**config.mk**
```make
export PLATFORM = sky130hd
export DESIGN_NAME = map_sst_dump_flat
export DESIGN_NICKNAME = d
export VERILOG_FILES = /design/src/rtl/map_sst_dump_if.sv /design/src/rtl/map_sst_dump.sv /design/src/flat_wrapper.sv
export SDC_FILE = /design/constraint.sdc
export NUM_CORES = 1
export LEC_CHECK = 0
export ABC_AREA = 1
export BUFFER_PORTS_ARGS = -buffer_cell sky130_fd_sc_hd__clkbuf_2
export CAP_MARGIN = 10
export CORE_MARGIN = 2
export CORE_UTILIZATION = 45
export CTS_CLUSTER_SIZE = 10
export DETAILED_ROUTE_END_ITERATION = 7
export GPL_ROUTABILITY_DRIVEN = 0
export PLACE_DENSITY = 0.71
export SLEW_MARGIN = 20
export SYNTH_ARGS = -nofsm -noshare
export SYNTH_HDL_FRONTEND = slang
export SYNTH_SLANG_ARGS = --single-unit
```
**constraint.sdc**
```tcl
create_clock -name clk -period 1.4 [get_ports clk]
set_input_delay 0.28 -clock clk [delete_from_list [all_inputs] [get_ports clk]]
set_output_delay 0.28 -clock clk [all_outputs]
set_load 0.005 [all_outputs]
```
**src/rtl/map_sst_dump_if.sv**
```systemverilog
// Save-state read port and host-side byte stream for map_sst_dump.
// master = the dump engine; slave = mapper plus stream sink.
interface map_sst_dump_if;
    logic [7:0] sst_addr;
    logic       sst_oe;
    logic [7:0] sst_di;
    logic [7:0] out_data;
    logic       out_valid;
    logic       out_ready;
    logic       out_last;

    modport master (
        output sst_addr,
        output sst_oe,
        output out_data,
        output out_valid,
        output out_last,
        input  sst_di,
        input  out_ready
    );

    modport slave (
        input  sst_addr,
        input  sst_oe,
        input  out_data,
        input  out_valid,
        input  out_last,
        output sst_di,
        output out_ready
    );
endinterface

```
**src/rtl/map_sst_dump.sv**
```systemverilog
// Walks mapper save-state addresses 0..LAST_ADDR, streams each byte out,
// and flags a mismatch between the final (mapper index) byte and the expected one.
module map_sst_dump #(
    parameter int unsigned SETTLE    = 2,
    parameter int unsigned LAST_ADDR = 127
) (
    input  logic                 clk,
    input  logic                 rst,
    input  logic                 start,
    input  logic [7:0]           map_idx_exp,
    map_sst_dump_if.master       bus,
    output logic                 busy,
    output logic                 done,
    output logic                 err_idx
);

    localparam logic [3:0] CNT_LOAD = 4'(SETTLE - 1);
    localparam logic [7:0] LAST     = 8'(LAST_ADDR);

    typedef enum logic [1:0] {
        IDLE,
        SETUP,
        EMIT,
        FIN
    } state_t;

    state_t     state_q, state_d;
    logic [3:0] cnt_q, cnt_d;
    logic [7:0] addr_q, addr_d;
    logic [7:0] idx_q, idx_d;
    logic [7:0] data_q, data_d;
    logic       oe_q, oe_d;
    logic       valid_q, valid_d;
    logic       last_q, last_d;
    logic       busy_q, busy_d;
    logic       done_q, done_d;
    logic       err_q, err_d;
    logic       hs;

    // out_ready only feeds this handshake term; every output is registered.
    assign hs = (state_q == EMIT) && valid_q && bus.out_ready;

    always_ff @(posedge clk) begin
        if (rst) begin
            state_q <= IDLE;
            cnt_q   <= '0;
            addr_q  <= '0;
            idx_q   <= '0;
            data_q  <= '0;
            oe_q    <= 1'b0;
            valid_q <= 1'b0;
            last_q  <= 1'b0;
            busy_q  <= 1'b0;
            done_q  <= 1'b0;
            err_q   <= 1'b0;
        end else begin
            state_q <= state_d;
            cnt_q   <= cnt_d;
            addr_q  <= addr_d;
            idx_q   <= idx_d;
            data_q  <= data_d;
            oe_q    <= oe_d;
            valid_q <= valid_d;
            last_q  <= last_d;
            busy_q  <= busy_d;
            done_q  <= done_d;
            err_q   <= err_d;
        end
    end

    always_comb begin
        state_d = state_q;
        cnt_d   = cnt_q;
        addr_d  = addr_q;
        idx_d   = idx_q;
        data_d  = data_q;
        oe_d    = oe_q;
        valid_d = valid_q;
        last_d  = last_q;
        busy_d  = busy_q;
        done_d  = 1'b0;
        err_d   = err_q;

        unique case (state_q)
            IDLE: begin
                if (start) begin
                    idx_d   = map_idx_exp;
                    addr_d  = '0;
                    oe_d    = 1'b1;
                    busy_d  = 1'b1;
                    err_d   = 1'b0;
                    cnt_d   = CNT_LOAD;
                    state_d = SETUP;
                end
            end
            SETUP: begin
                if (cnt_q != '0) begin
                    cnt_d = cnt_q - 4'd1;
                end else begin
                    data_d  = bus.sst_di;
                    last_d  = (addr_q == LAST);
                    valid_d = 1'b1;
                    if (addr_q == LAST) begin
                        err_d = (bus.sst_di != idx_q);
                    end
                    state_d = EMIT;
                end
            end
            EMIT: begin
                if (hs) begin
                    valid_d = 1'b0;
                    if (last_q) begin
                        done_d  = 1'b1;
                        state_d = FIN;
                    end else begin
                        addr_d  = addr_q + 8'd1;
                        cnt_d   = CNT_LOAD;
                        state_d = SETUP;
                    end
                end
            end
            FIN: begin
                oe_d    = 1'b0;
                busy_d  = 1'b0;
                last_d  = 1'b0;
                addr_d  = '0;
                state_d = IDLE;
            end
            default: state_d = IDLE;
        endcase
    end

    assign bus.sst_addr  = addr_q;
    assign bus.sst_oe    = oe_q;
    assign bus.out_data  = data_q;
    assign bus.out_valid = valid_q;
    assign bus.out_last  = last_q;
    assign busy          = busy_q;
    assign done          = done_q;
    assign err_idx       = err_q;

endmodule

```
**src/flat_wrapper.sv**
```systemverilog
// flat-port wrapper written by rule: the top's interface ports become plain ports
module map_sst_dump_flat 
#(
    parameter int unsigned SETTLE    = 2,
    parameter int unsigned LAST_ADDR = 127
)
  (clk, rst, start, map_idx_exp, busy, done, err_idx, bus_sst_addr, bus_sst_oe, bus_out_data, bus_out_valid, bus_out_last, bus_sst_di, bus_out_ready);
  map_sst_dump_if bus_i ();
  input  logic clk;
  input  logic rst;
  input  logic start;
  input  logic [7:0] map_idx_exp;
  output logic busy;
  output logic done;
  output logic err_idx;
  output wire logic [$bits(bus_i.sst_addr)-1:0] bus_sst_addr;
  output wire logic [$bits(bus_i.sst_oe)-1:0] bus_sst_oe;
  output wire logic [$bits(bus_i.out_data)-1:0] bus_out_data;
  output wire logic [$bits(bus_i.out_valid)-1:0] bus_out_valid;
  output wire logic [$bits(bus_i.out_last)-1:0] bus_out_last;
  input wire logic [$bits(bus_i.sst_di)-1:0] bus_sst_di;
  input wire logic [$bits(bus_i.out_ready)-1:0] bus_out_ready;
  assign bus_sst_addr = bus_i.sst_addr;
  assign bus_sst_oe = bus_i.sst_oe;
  assign bus_out_data = bus_i.out_data;
  assign bus_out_valid = bus_i.out_valid;
  assign bus_out_last = bus_i.out_last;
  assign bus_i.sst_di = bus_sst_di;
  assign bus_i.out_ready = bus_out_ready;
  map_sst_dump #(.SETTLE(SETTLE), .LAST_ADDR(LAST_ADDR)) u_core (.clk(clk), .rst(rst), .start(start), .map_idx_exp(map_idx_exp), .bus(bus_i), .busy(busy), .done(done), .err_idx(err_idx));
endmodule
```
Word-level counts from Yosys, hierarchy flattened
Index checks and enable logic that the tools add are counted.
W data, S select, Z words.
{"block": "word_totals", "register_bits": 35, "in_bits": 20, "out_inout_bits": 22, "elab_cells": 72}
{"block": "classes", "addsub": 2, "eq_ne": 11, "muxes": 26, "n_bitwise": 3, "n_reduce_logical": 20}
{"operator": "$mux W8", "count": 3}
{"operator": "$pmux W8 S3", "count": 1}
{"operator": "$mux W4", "count": 4}
{"operator": "$pmux W4 S3", "count": 1}
{"operator": "$add A8 B1 Y8 const B", "count": 1}
{"operator": "$eq A8 B7 Y1 const B", "count": 1}
{"operator": "$mux W1", "count": 8}
{"operator": "$mux W2", "count": 4}
{"operator": "$ne A8 B8 Y1", "count": 1}
{"operator": "$pmux W1 S2", "count": 4}
{"operator": "$pmux W2 S4", "count": 1}
{"operator": "$reduce_and A2 Y1", "count": 4}
{"operator": "$reduce_and A4 Y1", "count": 2}
{"operator": "$reduce_bool A2 Y1", "count": 4}
{"operator": "$ne A2 B1 Y1 const B", "count": 3}
{"operator": "$ne A2 B2 Y1 const B", "count": 3}
{"operator": "$reduce_and A3 Y1", "count": 2}
{"operator": "$reduce_bool A3 Y1", "count": 2}
{"operator": "$reduce_and A5 Y1", "count": 1}
{"operator": "$eq A2 B2 Y1 const B", "count": 2}
{"operator": "$reduce_bool A4 Y1", "count": 1}
{"operator": "$sub A4 B1 Y4 const B", "count": 1}
{"operator": "$not A1 Y1", "count": 3}
{"operator": "$reduce_or A3 Y1", "count": 1}
{"operator": "3 further kinds", "count": 4}

Longest topological paths before layout
Gate-level depths: netlist (run 1).
{"block": "logic_depth", "ltp_word": 5, "depth_mapped": 9, "mapped_depth_nobuf": 9}

Least setup slack after synthesis (run 1)
OpenSTA, ideal clock, no wires.
{"block": "synth_path", "kind": "register -> register", "start": "reg u_core.cnt_q[0]", "end": "reg u_core.cnt_q[1]", "setup_time_ps": 130, "arrival_ps": 1173, "required_time_ps": 1270, "slack_ps": 97, "stages_incl_launch_ff": 9, "n_path_buf": 0, "synth_period_minus_slack_ps": 1303, "cell_sequence": "dfxtp_1 > inv_1 > ha_1 > nand3_4 > nand2_1 > nor2_2 > inv_2 > a21oi_2 > nor2_1"}
{"block": "synth_via", "elab_chain_cells": 3, "elab_cells_between_ends": 6, "classes_between": "add/sub (1); eq/ne (1); mux (2); reduce/logical (2)"}
{"item": "from (decl)", "line_no": "map_sst_dump.sv:28", "rtl": "logic [3:0] cnt_q, cnt_d;"}
{"item": "from (signal assigned)", "line_no": "map_sst_dump.sv:58", "rtl": "cnt_q <= cnt_d;"}
{"item": "$sub A4 B1 Y4 or $reduce_bool A4 Y1 (tied branches)", "line_no": "map_sst_dump.sv:98, map_sst_dump.sv:97"}
{"item": "$mux W4 or $ne A2 B1 Y1 (tied branches)"}
{"item": "$pmux W4 S3 or $reduce_and A5 Y1 (tied branches)"}
Parallel ways exist; a longest one is shown, timed or not. The select of a mux whose other input is x is not followed.
A chain may end at the register's enable or synchronous reset.

Final worst setup path (run 1)
Ends and elaborated chain as after synthesis.

==> results.md, run 1 <==
- First-pass detailed-route iteration total: 4
- Ys async rst share: 0%
- CTS sink cnt: 35
- Pwr Density: 1970 nW/µm²
- Critical Path AT: about 1.5 ns
- Final worst-path cycle share: 93.8%
- Cell count after synthesis: 236
- Reg-to-reg endpoint: u_core.cnt_q[1]
- Peak supply drop: about 0.88 mV
- Number of buffers inserted during clock tree synthesis: 5
- Crit path cell chain: inv_1 -> ha_2 -> nand3_4 -> nand2_1 -> nor2_4 -> inv_2 -> a21oi_2 -> nor2_1
- Maximum operating frequency: 761 MHz
- EDFF count, synth: 0
- Origin of the critical flop-to-flop path: u_core.cnt_q[0]
- Die footprint: 4350 µm²
- Status: finished, final reports clean
- Type of the setup path with the least slack: reg2reg
- Hpwl dp: 2890 µm
- Placed cell areas: 2050 µm²
- Initial Util: between 40% and 50%
- Worst hold path endpoint: u_core.idx_q[6]
- Post-detailed-route DRC marker count: 0
- Max-slew violation count: 0
- Average vias per placed instance: approximately 4.7
- CTS root buffer: clkbuf_8
- Leakage dissipation: 1.05 nW
- Post-Route Setup TNS: 0 ns
- Fin area: about 2200 µm²
- Wire length of the first global-routing pass: 6620 µm
- Most common cell in the netlist: nand2_1
- I/O pin total: between 40 and 50
- Critical path's largest stage delay: 0.34 ns
- Fraction of synthesized cell area taken by the top area cell type: 40.6%
- Netlist area before placement: 1730 µm²
- Area of the core region: 3690 µm²
- Filler cell count: 350
- Floorplan die width: about 66 µm
- Count of buffers from port buffering: 41
- R2r setup slk: 0.09 ns
- Kind of start point of the critical path: flop
- Most used flip-flop cell after synthesis: dfxtp_1
- Share of the core filled with cells in the final layout: 60.2%
- Maximum buffer depth of the clock tree: 2
- Post-DR wirelength/cell: 11.3 µm
- Total number of vias: 1,619
- Syn_nets: 259
- Height of the die: 65.9 µm
- Fin cells: 341
- Register area: between 700 and 800 µm²
- Critical Path End Type: flop
- Pin count of the biggest net entering global routing: 26
- CTS tree: built
- Overall global routing resource usage: 20.2%
- Tightest Hold Check Type: in2reg
- DRT iter0 DRCs: 46
- Final total power: 4.37 mW
- Total congestion overflow: 0
- Required time of the worst setup path: 1.58 ns
- Number of placement rows: 22
- Maximum fanout along the worst path: 5
- Worst-path clk slew: around 0.07 ns
- Yosys warnings: 0
- Unrepaired setup endpoints after global routing: no
- Count of cell types in the netlist: 28
- Max_cap viols: 0
- Total number of nets in the final design: roughly 320
- Wire length reported by the detailed router: 3870 µm
- Number of nets with antenna violations after routing: 0
- Synth Area per Inst: 7.32 µm²
- Count of cells along the worst register-to-register path: 8
- Number of inserted diodes: 0
- Final Worst Setup Slack: 0.0867 ns
- Register bit count reported by yosys: 35
- Worst slew pin tran: 0.275 ns
- Relative area change from synthesis to final layout: 28.7%
- Most area-hungry cell type in the Yosys netlist: dfxtp_1
- Worst Hold Margin: 0.238 ns
- Antenna violations before repair: 0
- Clock insertion delay at the later pin of the skew report: 0.29 ns
- Cells after DPL: 328
- Dpl ws: -0.0161 ns
- Clock skew: 0.00319 ns
- Final hold vios: 0
- Sequential share of the synthesized area: 40.6%
- Worst rel slew slack: 81.5%
- Cell types with the largest area share after synthesis: dfxtp_1 (41%), nand2_1 (11%), nor2_1 (7.4%)
- Hold wc startpoint: map_idx_exp[6]
- Via count of the first global-routing pass: 1,527
- Number of instances on the worst hold path: 3
- Combined area of the multi-input logic cells: 897 µm²
- Cell with the largest stage delay on the worst path: dfxtp_1
- List of most frequent post-synthesis cells: nand2_1 (51), dfxtp_1 (35), nor2_1 (34)
- Final worst path period need: between 1 and 1.5 ns
- Final setup viols: 0
- Level count of the clock H-tree: 2
- Fraction of layout cells with a size suffix above 1: 29.4%
==> report_power, final <==
group          switching [mW]  internal [mW]  total [mW]
Sequential              0.169           1.26        1.43
Clock                   0.366          0.576       0.942
Combinational            1.16          0.837        2.00
Total                    1.69           2.68        4.37
==> timing repair <==
action,4_1_cts,5_1_grt
setup buffers,0,5
hold buffers,0,0
resized for setup,1,9
setup endpoints to repair,2,13
pin swaps,0,4
==> cells by family (layout without fill, tap and decap cells) <==
kind of cell               count (synthesis)  in the layout  synth area share (%)
and+or+nand+nor                          108            108                  29.6
DFF                                       35             35                  40.6
AOI/OAI and AO/OA                         51             51                  17.1
adders and majority gates                  3              3                  2.17
buffers and inverters                     35             92                  8.48
xor gates and xnor gates                   4              4                  2.03
==> flip-flops by register name (all words and copies together), names as in the netlist <==
name	count
u_core.cnt_q	4
u_core.done	1
u_core.bus.out_last	1
u_core.bus.sst_oe	1
u_core.bus.sst_addr	8
u_core.bus.out_valid	1
u_core.state_q	2
u_core.bus.out_data	8
u_core.idx_q	8
u_core.err_idx	1
==> worst max-delay path, delay by kind of cell, from the launching register on <==
family | cells | cell delay [ns]
fa+ha+maj | 1 | 0.21
simple gates | 4 | 0.40
flops | 1 | 0.34
compound gates | 1 | 0.11
buf+inv | 2 | 0.14
==> cell type report <==
cell class / count / share of cell area [%]
repair buffers: 55 / 15.1
clock buffers: 6 / 3.72
well taps: 48 / 2.70
inverters: 29 / 4.90
multi-input cells: 166 / 40.4
clock inverters: 2 / 1.58
flip-flops and latches: 35 / 31.6
==> per-layer routing <==
layer | part of all wire [%] | routed length [µm] | track usage [%]
met1 | 46 | 1770 | 22.6
met2 | 49 | 1910 | 36.6
met3 | 3.8 | 148 | 5.79
met4 | 1.0 | 40 | 6.12
met5 | 0 | 0 | 0
==> how the worst max path moves through the flow <==
stage                                    start                      to  slack (ns)  cells past startpoint
after floorplan                u_core.cnt_q[0]         u_core.cnt_q[1]         0.1                      8
after global placement         u_core.cnt_q[0]         u_core.cnt_q[1]        0.05                      8
after detailed placement       u_core.cnt_q[1]         u_core.cnt_q[1]       -0.02                      8
after CTS                      u_core.cnt_q[1]         u_core.cnt_q[1]        0.01                      8
after global routing      u_core.bus.out_valid  u_core.bus.sst_addr[4]       0.001                      7
final                          u_core.cnt_q[0]         u_core.cnt_q[1]        0.09                      8
==> placed cells by master, fill, tap and decap left out, types with 2 or more instances in the layout <==
cell type,netlist,routed
clkbuf_8,0,6
a21oi_2,5,5
nand2_4,2,2
dfxtp_2,0,2
o21bai_1,4,4
o21ai_1,0,4
o21ai_0,22,18
buf_4,1,12
inv_2,3,3
xnor2_1,4,4
nand3_1,7,7
a21oi_1,19,19
nor2_1,34,34
clkbuf_2,0,41
nand2_1,51,51
nand3_4,2,2
nor2_4,2,5
dfxtp_1,35,33
inv_1,26,26
buf_12,0,2
ha_1,3,2
No activity file was read; power rests on OpenSTA's default activity.
==> run 2: changes to the inputs <==
CTS_BUF_LIST = sky130_fd_sc_hd__clkbuf_2   (was not set)
CTS_CLUSTER_DIAMETER = 50   (was not set)
MAX_ROUTING_LAYER = met4   (was not set)
==> results.md, run 2 (synthesized netlist as in run 1, its figures left out) <==
- Crit path launch: u_core.bus.sst_addr[0]
- Average vias per placed instance: 4.79 (+0.98%)
- Post-detailed-route DRC marker count: 0 (unchanged)
- Pwr Density: 1880 nW/µm² (-4.6%)
- Worst-path clk slew: 0.18 ns (+0.11 ns)
- CTS tree: built
- Maximum operating frequency: 732 MHz (-3.8%)
- Critical Path AT: 1.68 ns (+0.19 ns)
- Via count of the first global-routing pass: 1,517 (-0.65%)
- I/O pin total: 42 (unchanged)
- Area of the core region: 3690 µm² (unchanged)
- Maximum buffer depth of the clock tree: 2 (unchanged)
- Type of the setup path with the least slack: reg2reg
- CTS sink cnt: 35 (unchanged)
- Cells after DPL: 328 (unchanged)
- Peak supply drop: 0.943 mV (+7.5%)
- Height of the die: 65.9 µm (unchanged)
- Level count of the clock H-tree: 2 (unchanged)
- Final worst path period need: 1.37 ns (+0.0524 ns)
- Status: finished, final reports clean
- Total congestion overflow: 0 (unchanged)
- Total number of vias: 1,630 (+0.68%)
- Reg-to-reg endpoint: u_core.err_idx
- Max-slew violation count: 0 (unchanged)
- Number of buffers inserted during clock tree synthesis: 5 (unchanged)
- Number of instances on the worst hold path: 3 (unchanged)
- Worst slew pin tran: 0.272 ns (-0.00281 ns)
- DRT iter0 DRCs: 50 (+8.7%)
- Tightest Hold Check Type: in2reg
- Overall global routing resource usage: 20.5% (+0.31 points)
- Number of nets with antenna violations after routing: 0 (unchanged)
- Hold wc startpoint: bus_sst_di[0]
- Initial Util: 46.8% (unchanged)
- R2r setup slk: 0.03 ns (-0.05 ns)
- Maximum fanout along the worst path: 3 (-2)
- Filler cell count: 355 (+1.4%)
- Worst rel slew slack: 81.7% (+0.19 points)
- CP Capture Point: u_core.err_idx
- Number of inserted diodes: 0 (unchanged)
- Count of buffers from port buffering: 41 (unchanged)
- Highest layer used for signal routing: met4
- Fraction of layout cells with a size suffix above 1: 30.5% (+1.1 points)
- Kind of start point of the critical path: flop
- Most common library cell in the layout ignoring fill and taps: nand2_1
- Floorplan die width: 65.9 µm (unchanged)
- Share of the core filled with cells in the final layout: 59.1% (-1.2 points)
- Post-DR wirelength/cell: 11.3 µm (about the same)
- Origin of the critical flop-to-flop path: u_core.bus.sst_addr[0]
- Critical Path End Type: flop
- Final worst-path cycle share: 97.5% (+3.7 points)
- Count of cells along the worst register-to-register path: 9 (+1)
- Max_cap viols: 0 (unchanged)
- Routed wl met3: 128 µm (-14%)
- Relative area change from synthesis to final layout: 26.2%
- Die footprint: 4350 µm² (unchanged)
- Post-Route Setup TNS: 0 ns (unchanged)
- Required time of the worst setup path: 1.72 ns (+0.14 ns)
- Number of placement rows: 22 (unchanged)
- Antenna violations before repair: 0 (unchanged)
- First-pass detailed-route iteration total: 4 (unchanged)
- Fin cells: 340 (-0.29%)
- Leakage dissipation: 1.03 nW (-2.1%)
- Clock skew: 0.0146 ns (+0.0114 ns)
- Pin count of the biggest net entering global routing: 26 (unchanged)
- Commonest cells after routing, fill and taps aside: nand2_1 (51), clkbuf_2 (46), nor2_1 (33)
- Met2 WL post-DR: 1960 µm (+2.7%)
- CTS root buffer: clkbuf_2
- Wire length reported by the detailed router: 3860 µm (-0.34%)
- Final hold vios: 0 (unchanged)
- Final setup viols: 0 (unchanged)
- Clock insertion delay at the later pin of the skew report: 0.38 ns (+0.09 ns)
- Hpwl dp: 2890 µm (unchanged)
- WL met1: 1710 µm (-3.2%)
- Total number of nets in the final design: 314 (-0.32%)
- Wire length of the first global-routing pass: 6600 µm (-0.42%)
[run 2: cell count changes in the layout (fill, tap and decap cells not counted), sizes merged]
cell	delta
buf	-1
clkinv	+1
clkbuf	-1
[run 2: worst min path at each step]
| stage | endpoint | slack, ns |
|---|---|---|
| 2_1_floorplan | u_core.bus.out_data[1] | 0.43 |
| 3_3_place_gp | u_core.idx_q[0] | 0.46 |
| 3_5_place_dp | u_core.idx_q[0] | 0.46 |
| 4_1_cts | u_core.bus.out_data[1] | 0.11 |
| 5_1_grt | u_core.bus.out_data[5] | 0.13 |
| 6_report | u_core.bus.out_data[0] | 0.12 |
[run 2: final cells by class]
| type | instances | area [µm²] | share of cell area [%] |
|---|---|---|---|
| clock buffer | 5 | 25.0 | 1.15 |
| clock inverter | 3 | 38.8 | 1.78 |
| tap | 48 | 60.1 | 2.76 |
| timing repair buffer | 54 | 328 | 15.0 |
| multi-input combinational | 166 | 910 | 41.8 |
| inverter | 29 | 109 | 5.00 |
| sequential | 35 | 708 | 32.5 |
[run 2: per-layer routing]
| metal | GRT usage (%) | vias up |
|---|---|---|
| li1 | - | 868 |
| met1 | 22.4 | 728 |
| met4 | 6.12 | 0 |
| met2 | 36.6 | 27 |
| met3 | 5.11 | 7 |
| met5 | - | - |
[run 2: worst max-delay path: stages, from the launching register on]
cell	delay (ns)
dfxtp_1	0.37
ha_1	0.18
nand2_1	0.10
nor2_1	0.13
nand2_1	0.08
nand2_1	0.08
nand2_1	0.10
inv_1	0.06
nand3_1	0.08
a21oi_2	0.12
[run 2: per-stage QoR]
step	hold slack [ns]	area (µm²)	power [mW]	worst slack, ns
floorplan	0.427	1730	2.71	0.0969
global placement	0.456	2050	3.25	0.0471
detailed placement	0.462	2050	3.28	-0.0161
CTS	0.110	2120	3.94	0.0175
global route	0.132	2180	4.44	-0.0335
finish	0.122	2180	4.09	0.0343
[run 2: power by group]
part           switching, mW  internal, mW
clock                  0.340         0.294
combinational           1.17         0.840
sequential             0.173          1.27
[run 2: repair_timing]
action / in CTS / in global routing
cloned: 0 / 0
setup buffers: 0 / 4
hold buffers: 0 / 0
gates resized for setup: 2 / 13
setup endpoints to repair: 2 / 17
pin swaps: 0 / 5
==> run 3: changes to the inputs <==
ABC_AREA = not set   (was 1)
PLACE_DENSITY = 0.69   (was 0.71)
clock period = 1.6 ns   (was 1.4 ns; I/O delays follow)
==> results.md, run 3 <==
- Required time of the worst setup path: 1.94 ns (+0.22 ns)
- Register bit count reported by yosys: 35 (unchanged)
- Level count of the clock H-tree: 2 (unchanged)
- Maximum buffer depth of the clock tree: 2 (unchanged)
- Maximum fanout along the worst path: 6 (+3)
- Hold buffer count at cts: 0 (unchanged)
- EDFF count, synth: 0 (unchanged)
- Post-detailed-route DRC marker count: 0 (unchanged)
- Unrepaired setup endpoints after global routing: no
- Final worst path period need: 1.48 ns (+0.119 ns)
- Cell with the largest stage delay on the worst path: or3b_4
- Kind of start point of the critical path: flop
- Total number of vias: 1,530 (-6.1%)
- Sequential share of the synthesized area: 43.3% (+2.8 points)
- Most common cell in the netlist: nand2_1
- Fraction of layout cells with a size suffix above 1: 30.4% (-0.079 points)
- Synth Area per Inst: 8.33 µm² (+14%)
- Count of cell types in the netlist: 38 (+36%)
- Critical Path End Type: flop
- Critical path's largest stage delay: 0.40 ns (+0.03 ns)
- I/O pin total: 42 (unchanged)
- List of most frequent post-synthesis cells: nand2_1 (46), dfxtp_1 (35), a21oi_1 (29)
- Most common library cell in the layout ignoring fill and taps: clkbuf_2
- Area of the core region: 3390 µm² (-8.1%)
- Count of buffers from port buffering: 41 (unchanged)
- CTS sink cnt: 35 (unchanged)
- Most area-hungry cell type in the Yosys netlist: dfxtp_1
- Post-DR wirelength/cell: 12.1 µm (+6.7%)
- Fraction of synthesized cell area taken by the top area cell type: 43.3% (+2.8 points)
- Hold wc startpoint: map_idx_exp[4]
- Status: finished, final reports clean
- Number of placement rows: 21 (-4.5%)
- Maximum operating frequency: 673 MHz (-8.0%)
- CTS root buffer: clkbuf_2
- Cell count after synthesis: 194 (-18%)
- Antenna violations before repair: 0 (unchanged)
- Max_cap viols: 0 (unchanged)
- Number of buffers inserted during clock tree synthesis: 5 (unchanged)
- Share of the core filled with cells in the final layout: 59.0% (about the same)
- Fin area: 2000 µm² (-8.2%)
- Number of nets with antenna violations after routing: 0 (unchanged)
- DRT iter0 DRCs: 99 (+98%)
- Origin of the critical flop-to-flop path: u_core.state_q[1]
- Syn_nets: 217 (-16%)
- Max-slew violation count: 0 (unchanged)
- Leakage dissipation: 0.874 nW (-15%)
- Clock skew: 0.0208 ns (+0.00623 ns)
- Peak supply drop: 0.619 mV (-34%)
- Height of the die: 63.9 µm (-3.0%)
- Wire length reported by the detailed router: 3580 µm (-7.1%)
- Final worst-path cycle share: 92.8% (-4.7 points)
- Pin count of the biggest net entering global routing: 33 (+27%)
- Final setup viols: 0 (unchanged)
- Crit path launch: u_core.state_q[1]
- Worst Hold Margin: 0.130 ns (+0.00808 ns)
- Hpwl dp: 2730 µm (-5.8%)
- Initial Util: 47.7% (+0.88 points)
- Pwr Density: 977 nW/µm² (-48%)
- Overall global routing resource usage: 19.8% (-0.63 points)
- Number of inserted diodes: 0 (unchanged)
- Average vias per placed instance: 5.17 (+7.8%)
- Relative area change from synthesis to final layout: 23.8%
- Worst slew pin tran: 0.335 ns (+0.0635 ns)
- Worst-path clk slew: 0.19 ns (about the same)
- Yosys warnings: 0 (unchanged)
- Floorplan die width: 63.9 µm (-3.0%)
- Type of the setup path with the least slack: reg2reg
- Die footprint: 4090 µm² (-6.0%)
- First-pass detailed-route iteration total: 4 (unchanged)
- Wire length of the first global-routing pass: 6270 µm (-5.0%)
- Final hold vios: 0 (unchanged)
- Clock insertion delay at the later pin of the skew report: 0.39 ns (about the same)
- Cell types with the largest area share after synthesis: dfxtp_1 (43%), nand2_1 (11%), a21oi_1 (9.0%)
- Total number of nets in the final design: 272 (-13%)
- Total congestion overflow: 0 (unchanged)
- Most used flip-flop cell after synthesis: dfxtp_1
- Via count of the first global-routing pass: 1,416 (-6.7%)
- Critical Path AT: 1.83 ns (+0.15 ns)
- Worst rel slew slack: 77.6% (-4.1 points)
- Netlist area before placement: 1620 µm² (-6.4%)
- Tightest Hold Check Type: in2reg
- Post-Route Setup TNS: 0 ns (unchanged)
- Placed cell areas: 1940 µm² (-5.1%)
- Ys async rst share: 0% (unchanged)
- Post-CTS repair timing setup buffer count: 0 (unchanged)
- CTS tree: built
- Commonest cells after routing, fill and taps aside: clkbuf_2 (47), nand2_1 (46), dfxtp_1 (32)
- Crit path cell chain: or3b_4 -> and3_4 -> or3_1 -> a21oi_1
==> run 3: cell families (layout without fill, tap and decap cells) <==
| group | count (synthesis) | in the layout | synth area share (%) |
|---|---|---|---|
| adder cells (fa/ha/maj) | 3 | 3 | 2.32 |
| AO/OA/AOI/OAI | 49 | 49 | 17.4 |
| flip-flops | 35 | 35 | 43.3 |
| multiplexers | 1 | 1 | 0.619 |
| AND/OR/NAND/NOR | 86 | 86 | 27.7 |
| buffers and inverters | 11 | 67 | 3.72 |
| XOR/XNOR | 9 | 9 | 4.88 |
==> run 3: cell type report <==
cell class	instances	area, µm²
clock inverters	2	12.5
repair buffers	56	318
well taps	46	57.6
flip-flops and latches	35	704
fillers	328	1390
inverters	3	11.3
multi-input cells	148	867
clock buffers	6	30.0
==> run 3: report_power, final <==
| group | total, mW | internal (mW) | switching, mW |
|---|---|---|---|
| Sequential | 1.01 | 0.948 | 0.0599 |
| Clock | 0.412 | 0.112 | 0.300 |
| Combinational | 0.535 | 0.255 | 0.280 |
| Total | 1.96 | 1.32 | 0.640 |
==> run 3: stage by stage <==
step | worst slack (ns) | cells | power (mW)
6_report | 0.115 | 296 | 1.96
5_1_grt | 0.0211 | 296 | 2.09
4_1_cts | 0.0226 | 296 | 1.95
3_5_place_dp | -0.00388 | 288 | 1.54
3_3_place_gp | 0.0242 | 288 | 1.54
2_1_floorplan | 0.0169 | 194 | 1.35
==> run 3: routing by layer <==
metal | part of all wire, % | global-route usage, %
met1 | 48 | 25.2
met2 | 46 | 31.4
met3 | 5.0 | 4.23
met4 | 1.3 | 6.52
met5 | 0 | -
==> run 3: worst paths after layout <==
check,depth (start not counted),slack [ns],end
max,4,0.12,u_core.bus.sst_addr[5]
min,3,0.13,u_core.idx_q[4]
max reg2reg,4,0.12,u_core.bus.sst_addr[5]
min reg2reg,2,0.47,u_core.bus.out_data[0]
==> run 3: worst max-delay path: cells and delay by family (launching register included) <==
family / cells / cell delay (ns)
simple gates: 3 / 0.95
flops: 1 / 0.39
compound gates: 1 / 0.13
==> run 3: what timing repair did <==
item	CTS	global route
gates resized for setup	1	6
pin swaps	0	1
endpoints found under the setup margin	1	13
